## src/rtl/ins_loader_if.sv

```systemverilog
// Serial-in stream plus instruction-memory write bus of the program loader.
interface ins_loader_if #(
  parameter int unsigned INS_W  = 9,
  parameter int unsigned ADDR_W = 4
);
  logic              ser_valid;
  logic              ser_in;
  logic              ready;
  logic              WR_EN;
  logic [ADDR_W-1:0] WR_ADDR;
  logic [INS_W-1:0]  WR_DATA;

  modport master (output ser_valid, ser_in, input ready, WR_EN, WR_ADDR, WR_DATA);
  modport slave  (input ser_valid, ser_in, output ready, WR_EN, WR_ADDR, WR_DATA);
endinterface

```

## src/rtl/ins_loader.sv

```systemverilog
// Serial program loader: shifts MSB-first words into instruction memory, holding the CPU PC at
// START_PC until the load ends. Define INS_LOADER_PARITY_EN for a trailing even-parity bit and perr.
module ins_loader #(
  parameter int unsigned INS_W  = 9,
  parameter int unsigned ADDR_W = 4,
  parameter int unsigned DEPTH  = 16
) (
  input  logic              clk,
  input  logic              rst_n,
  input  logic              start,
  input  logic              stop,
  input  logic [ADDR_W-1:0] START_PC,
  ins_loader_if.slave       bus,
  output logic              set_pc,
  output logic [ADDR_W-1:0] PC_INIT,
  output logic              busy,
  output logic              done,
  output logic [ADDR_W:0]   WORDS
`ifdef INS_LOADER_PARITY_EN
  ,
  output logic              perr
`endif
);
`ifdef INS_LOADER_PARITY_EN
  localparam int unsigned SER_W = INS_W + 1;
`else
  localparam int unsigned SER_W = INS_W;
`endif
  localparam int unsigned CNT_W = $clog2(SER_W + 1);

  typedef enum logic [1:0] {IDLE, SHIFT, WRITE, RELEASE} state_t;

  state_t            state, state_d;
  logic [SER_W-2:0]  sreg, sreg_d;
  logic [SER_W-1:0]  word_c;
  logic [INS_W-1:0]  data_c;
  logic              ok_c;
  logic [CNT_W-1:0]  cnt, cnt_d;
  logic              ready_q, ready_d;
  logic              wr_en_q, wr_en_d;
  logic              set_pc_q, set_pc_d;
  logic              busy_q, busy_d;
  logic              done_q, done_d;
  logic [ADDR_W-1:0] wr_addr_q, wr_addr_d;
  logic [ADDR_W-1:0] pc_init_q, pc_init_d;
  logic [INS_W-1:0]  wr_data_q, wr_data_d;
  logic [ADDR_W:0]   words_q, words_d;
`ifdef INS_LOADER_PARITY_EN
  logic              perr_q, perr_d;
`endif

  // State and all registered outputs
  always_ff @(posedge clk or negedge rst_n) begin
    if (!rst_n) begin
      state     <= IDLE;
      sreg      <= '0;
      cnt       <= '0;
      ready_q   <= 1'b0;
      wr_en_q   <= 1'b0;
      set_pc_q  <= 1'b0;
      busy_q    <= 1'b0;
      done_q    <= 1'b0;
      wr_addr_q <= '0;
      pc_init_q <= '0;
      wr_data_q <= '0;
      words_q   <= '0;
`ifdef INS_LOADER_PARITY_EN
      perr_q    <= 1'b0;
`endif
    end else begin
      state     <= state_d;
      sreg      <= sreg_d;
      cnt       <= cnt_d;
      ready_q   <= ready_d;
      wr_en_q   <= wr_en_d;
      set_pc_q  <= set_pc_d;
      busy_q    <= busy_d;
      done_q    <= done_d;
      wr_addr_q <= wr_addr_d;
      pc_init_q <= pc_init_d;
      wr_data_q <= wr_data_d;
      words_q   <= words_d;
`ifdef INS_LOADER_PARITY_EN
      perr_q    <= perr_d;
`endif
    end
  end

  // Next state; outputs are decoded from the next state so they line up with it
  always_comb begin
    state_d   = state;
    sreg_d    = sreg;
    cnt_d     = cnt;
    wr_en_d   = 1'b0;
    wr_addr_d = wr_addr_q;
    wr_data_d = wr_data_q;
    pc_init_d = pc_init_q;
    words_d   = words_q;
    word_c    = {sreg, bus.ser_in};
    data_c    = word_c[SER_W-1 -: INS_W];
`ifdef INS_LOADER_PARITY_EN
    perr_d    = perr_q;
    ok_c      = ((^data_c) == word_c[0]);
`else
    ok_c      = 1'b1;
`endif

    unique case (state)
      IDLE: state_d = IDLE;
      SHIFT: begin
        // stop is only honoured between words; it wins over a bit arriving the same cycle
        if (stop && (cnt == CNT_W'(0))) begin
          state_d = RELEASE;
        end else if (bus.ser_valid) begin
          sreg_d = word_c[SER_W-2:0];
          if (cnt == CNT_W'(SER_W - 1)) begin
            state_d   = WRITE;
            cnt_d     = CNT_W'(0);
            wr_data_d = data_c;
            wr_en_d   = ok_c;
`ifdef INS_LOADER_PARITY_EN
            perr_d    = perr_q | ~ok_c;
`endif
          end else begin
            cnt_d = cnt + CNT_W'(1);
          end
        end
      end
      WRITE: begin
        // A rejected word leaves the address and count where they were
        if (wr_en_q) begin
          wr_addr_d = wr_addr_q + ADDR_W'(1);
          words_d   = words_q + (ADDR_W+1)'(1);
        end
        state_d = (words_d == (ADDR_W+1)'(DEPTH)) ? RELEASE : SHIFT;
      end
      RELEASE: state_d = IDLE;
    endcase

    // Restart from any state discards the partial word and any pending write
    if (start) begin
      state_d   = SHIFT;
      cnt_d     = CNT_W'(0);
      wr_en_d   = 1'b0;
      wr_data_d = wr_data_q;
      wr_addr_d = '0;
      words_d   = '0;
      pc_init_d = START_PC;
`ifdef INS_LOADER_PARITY_EN
      perr_d    = 1'b0;
`endif
    end

    ready_d  = (state_d == SHIFT);
    busy_d   = (state_d != IDLE);
    set_pc_d = (state_d != IDLE);
    done_d   = (state_d == RELEASE);
  end

  assign bus.ready   = ready_q;
  assign bus.WR_EN   = wr_en_q;
  assign bus.WR_ADDR = wr_addr_q;
  assign bus.WR_DATA = wr_data_q;
  assign set_pc      = set_pc_q;
  assign PC_INIT     = pc_init_q;
  assign busy        = busy_q;
  assign done        = done_q;
  assign WORDS       = words_q;
`ifdef INS_LOADER_PARITY_EN
  assign perr        = perr_q;
`endif

endmodule

```

## src/flat_wrapper.sv

```systemverilog
// flat-port wrapper written by rule: the top's interface ports become plain ports
module ins_loader_flat 
#(
  parameter int unsigned INS_W  = 9,
  parameter int unsigned ADDR_W = 4,
  parameter int unsigned DEPTH  = 16
)
  (clk, rst_n, start, stop, START_PC, set_pc, PC_INIT, busy, done, WORDS, bus_ser_valid, bus_ser_in, bus_ready, bus_WR_EN, bus_WR_ADDR, bus_WR_DATA);
  ins_loader_if #(.INS_W(INS_W), .ADDR_W(ADDR_W)) bus_i ();
  input  logic clk;
  input  logic rst_n;
  input  logic start;
  input  logic stop;
  input  logic [ADDR_W-1:0] START_PC;
  output logic set_pc;
  output logic [ADDR_W-1:0] PC_INIT;
  output logic busy;
  output logic done;
  output logic [ADDR_W:0] WORDS;
  input wire logic [$bits(bus_i.ser_valid)-1:0] bus_ser_valid;
  input wire logic [$bits(bus_i.ser_in)-1:0] bus_ser_in;
  output wire logic [$bits(bus_i.ready)-1:0] bus_ready;
  output wire logic [$bits(bus_i.WR_EN)-1:0] bus_WR_EN;
  output wire logic [$bits(bus_i.WR_ADDR)-1:0] bus_WR_ADDR;
  output wire logic [$bits(bus_i.WR_DATA)-1:0] bus_WR_DATA;
  assign bus_i.ser_valid = bus_ser_valid;
  assign bus_i.ser_in = bus_ser_in;
  assign bus_ready = bus_i.ready;
  assign bus_WR_EN = bus_i.WR_EN;
  assign bus_WR_ADDR = bus_i.WR_ADDR;
  assign bus_WR_DATA = bus_i.WR_DATA;
  ins_loader #(.INS_W(INS_W), .ADDR_W(ADDR_W), .DEPTH(DEPTH)) u_core (.clk(clk), .rst_n(rst_n), .start(start), .stop(stop), .START_PC(START_PC), .bus(bus_i), .set_pc(set_pc), .PC_INIT(PC_INIT), .busy(busy), .done(done), .WORDS(WORDS));
endmodule
```

## config.mk

```make
export PLATFORM = sky130hd
export DESIGN_NAME = ins_loader_flat
export DESIGN_NICKNAME = d
export VERILOG_FILES = /design/src/rtl/ins_loader_if.sv /design/src/rtl/ins_loader.sv /design/src/flat_wrapper.sv
export SDC_FILE = /design/constraint.sdc
export NUM_CORES = 1
export LEC_CHECK = 0
export CAP_MARGIN = 20
export CORE_ASPECT_RATIO = 2
export CORE_UTILIZATION = 50
export DETAILED_ROUTE_END_ITERATION = 6
export GPL_TIMING_DRIVEN = 0
export PLACE_DENSITY_LB_ADDON = 0.05
export SYNTH_ARGS = -nofsm -noshare
export SYNTH_HDL_FRONTEND = slang
export SYNTH_SLANG_ARGS = --single-unit
export TNS_END_PERCENT = 30
```

## constraint.sdc

```tcl
create_clock -name clk -period 2.1 [get_ports clk]
set_clock_uncertainty 0.2 [all_clocks]
set_input_delay 0.21 -clock clk [delete_from_list [all_inputs] [get_ports clk]]
set_output_delay 0.21 -clock clk [all_outputs]
set_load 0.05 [all_outputs]
```

==> results_dict.tcl <==
set metrics [dict create \
    fin_nets 203 \
    outcome "finished with violations" \
    max_freq_mhz 498.6 \
    p_int_mw 1.281 \
    worst_min_path_class "reg2reg" \
    syn_nets 156 \
    setup_violations 0 \
    start_util 0.5189 \
    drt_first_iter_violations 25 \
    crit_type "reg2reg" \
    failed_checks "DRC" \
    first_global_vias 1288 \
    layoutNonFillerInstCount 222 \
    post_route_cells_drive_above_1_share 0.2053 \
    finalHoldViolations 0 \
    timing.rr.start "u_core.cnt[0]" \
    fillerInstances 264 \
    p_sw_frac 0.2650 \
    cp.required_ps 2070 \
    timing.hold.worst_endpoint "u_core.bus.WR_DATA[8]" \
    cts.root.buffer_cell "clkbuf_8" \
    placeableCoreArea_sq_um 3378 \
    place_congestion 0.8171 \
    drv_slew 0 \
    postRouteWirelength_mm 3.518 \
    grt_start_max_net_pins 41 \
    postPlaceCellArea_sq_um 2148 \
    insertedDiodeCount 0 \
    detailed_place_hpwl_mm 2.452 \
    clkPwrFrac 0.292 \
    synth_area_sq_um 1753 \
    leakage_power_figure_nw 1.029 \
    detailedRoute.firstPassIterationCount 7 \
    yosysMostFrequentCell "dfrtp_1" \
    synth_seq_cells 40 \
    synth_largest_type_area_fraction 0.5710 \
    tritoncts_num_sinks 40 \
    kind_of_capture_point_of_the_worst_setup_path "flop" \
    gr-total-overflow 0 \
    detailroute.via_count 1254 \
    postSynth.asyncResetShare 1.000 \
    p_seq_frac 0.534 \
    worstPathMaxFanout 5 \
    placed_cells 210 \
    yosys_warnings 0 \
    clock_insertion_delay_worst_skew_ps 290 \
    die-width_microns 43.87 \
    slew-limit-headroom 0.4248 \
    syn_avg_cell_area_sq_um 12.34 \
    fin_area_sq_um 2293 \
    footprint_of_the_multi_input_gates_sq_um 723.2 \
    irDropWorstVdd_mv 0.7534 \
    areaGrowthSynthToFinish_pct 30.84 \
    portbufs 36 \
    post_synth_main_area_contributors "dfrtp_1 57%, mux2_2 14%, ha_1 2.9%, nor2_1 2.6%, xor2_1 2.5%" \
    power_density_nw_per_um2 759.7 \
    worst-endpoint-arrival_ps 1970 \
    cp-start-kind "flop" \
    synth_cell_type_count 30 \
    grt_setup_unrepaired "true" \
    total_switching_power_mw 0.4617 \
    dominantRegCellSynth "dfrtp_1" \
    grt_use_total 0.2061 \
    fp.dieArea_sq_um 3761 \
    final_critical_path_required_period_ps 2006 \
    avgRoutedWirePerCell_microns 15.85 \
    seq_area_frac_synth 0.5710 \
    netlist_instances 142 \
    placementRows 30 \
    r2r-end "u_core.sreg[7]" \
    combinationalPowerShare 0.174 \
    clock_tree.buffer_depth 2 \
    synth_enable_flop_cells 0 \
    rrSetupSlack_ps 90 \
    synth_common_cells "40 x dfrtp_1, 22 x mux2_2, 12 x nor2_1" \
    min_delay_path_depth 1 \
    post-route-period-util 0.9551 \
    cts_htree_levels 2 \
    holdCritStartpoint "u_core.bus.WR_DATA[8]" \
    drt_drc_violations_left 2 \
    cts.clk_slew.worst_paths_ps 70 \
    num_io_pins 37 \
    cts_inserted_buffers 5 \
    chipHeight_microns 85.74 \
    vias_per_cell 5.649 \
    antenna_left 0 \
    maxCapViolCount 0 \
    synth_top_cell_by_area "dfrtp_1" \
    seqCellArea_sq_um 1001 \
    wire_length_of_the_first_global_routing_pass_mm 5.740 \
    count_of_cells_along_the_worst_register_to_register_path 6 \
    antenna_found_initial 0 \
    tritoncts "yes" \
    timing_worst_slew_pin_value_ps 862.8 \
]
==> timing repair <==
item / 4_1_cts / 5_1_grt
buffers inserted: 1 / 1
setup endpoints to repair: 8 / 12
resized for setup: 2 / 4
cloned: 1 / 0
endpoints found under the hold margin: 40 / 0
hold buffers: 1 / 0
==> power by group through the flow <==
stage               combinational (mW)  sequential (mW)  clock, mW
CTS                              0.296            0.933      0.530
global route                     0.329            0.943      0.555
global placement                 0.279            0.941          0
floorplan                        0.146            0.974          0
detailed placement               0.287            0.948          0
finish                           0.303            0.931      0.509
==> placed cells by master (no fill, tap or decap), drive strengths merged, types with 2 or more instances in the layout <==
cell type,count
mux2,22
nor2b,3
ha,4
nand3,2
xnor2,3
inv,5
mux2i,4
nor2,12
xor2,5
clkbuf,8
or3,3
nand4,4
dfrtp,40
o21ai,5
nand2b,2
nand2,5
buf,10
a21oi,7
nand4b,2
clkdlybuf4s50,35
==> cells by family (layout without fill, tap and decap cells) <==
| kind of cell | after synthesis | count (layout) | synth area share |
|---|---|---|---|
| AO/OA/AOI/OAI | 15 | 15 | 0.04711 |
| XOR/XNOR | 8 | 8 | 0.03997 |
| adder cells (fa/ha/maj) | 4 | 4 | 0.02855 |
| buffers and inverters | 11 | 59 | 0.02927 |
| flip-flops | 40 | 40 | 0.5710 |
| multiplexers | 26 | 26 | 0.1642 |
| AND/OR/NAND/NOR | 38 | 38 | 0.1199 |
==> state kept, by name (all words and copies together), names as in the netlist <==
| name | flops |
|---|---|
| u_core.set_pc | 1 |
| u_core.bus.WR_ADDR | 4 |
| u_core.state | 2 |
| u_core.bus.WR_EN | 1 |
| u_core.WORDS | 5 |
| u_core.bus.WR_DATA | 9 |
| u_core.bus.ready | 1 |
| u_core.done | 1 |
| u_core.PC_INIT | 4 |
| u_core.cnt | 4 |
| u_core.sreg | 8 |
==> metal layers <==
metal  part of all wire  global-route usage
met1               0.37              0.2191
met3              0.040             0.05053
met5                  0                   0
met4              0.019             0.09091
met2               0.57              0.3691
==> per-stage QoR <==
stage | total power, mW | setup WS (ps) | TNS (ps) | hold WS, ps | utilization
4_1_cts | 1.760 | 5.310 | 0 | 309.6 | 0.6711
3_5_place_dp | 1.235 | -37.40 | -223.1 | 172.9 | 0.6359
5_1_grt | 1.827 | -19.02 | -36.09 | 323.5 | 0.6789
6_report | 1.742 | 94.37 | 0 | 306.0 | 0.6789
3_3_place_gp | 1.220 | -278.7 | -11200 | 289.9 | 0.6374
2_1_floorplan | 1.120 | 146.2 | 0 | -285.6 | -
==> cell type report <==
| type | count | area share |
|---|---|---|
| Buffer | 6 | 0.01418 |
| Clock buffer | 8 | 0.03928 |
| Inverter | 5 | 0.008183 |
| Multi-Input combinational cell | 91 | 0.3153 |
| Sequential cell | 40 | 0.4364 |
| Tap cell | 32 | 0.01746 |
| Timing Repair Buffer | 40 | 0.1691 |
==> worst max-delay path by stage <==
stage | from | end | slack [ps]
5_1_grt | u_core.cnt[1] | u_core.cnt[2] | -20
6_report | u_core.cnt[0] | u_core.sreg[7] | 90
4_1_cts | u_core.cnt[0] | u_core.sreg[4] | 5
3_5_place_dp | bus_ser_valid | u_core.sreg[7] | -40
3_3_place_gp | rst_n | u_core.bus.WR_DATA[7] | -280
2_1_floorplan | u_core.WORDS[0] | u_core.bus.ready | 150
==> worst max-delay path, cell delays in order, from the launching register on <==
cell	delay [ps]
dfrtp_1	390
inv_1	80
ha_1	250
nor2b_2	220
a31oi_4	230
buf_4	190
mux2_2	330
Power figures use the tool's default switching activity.
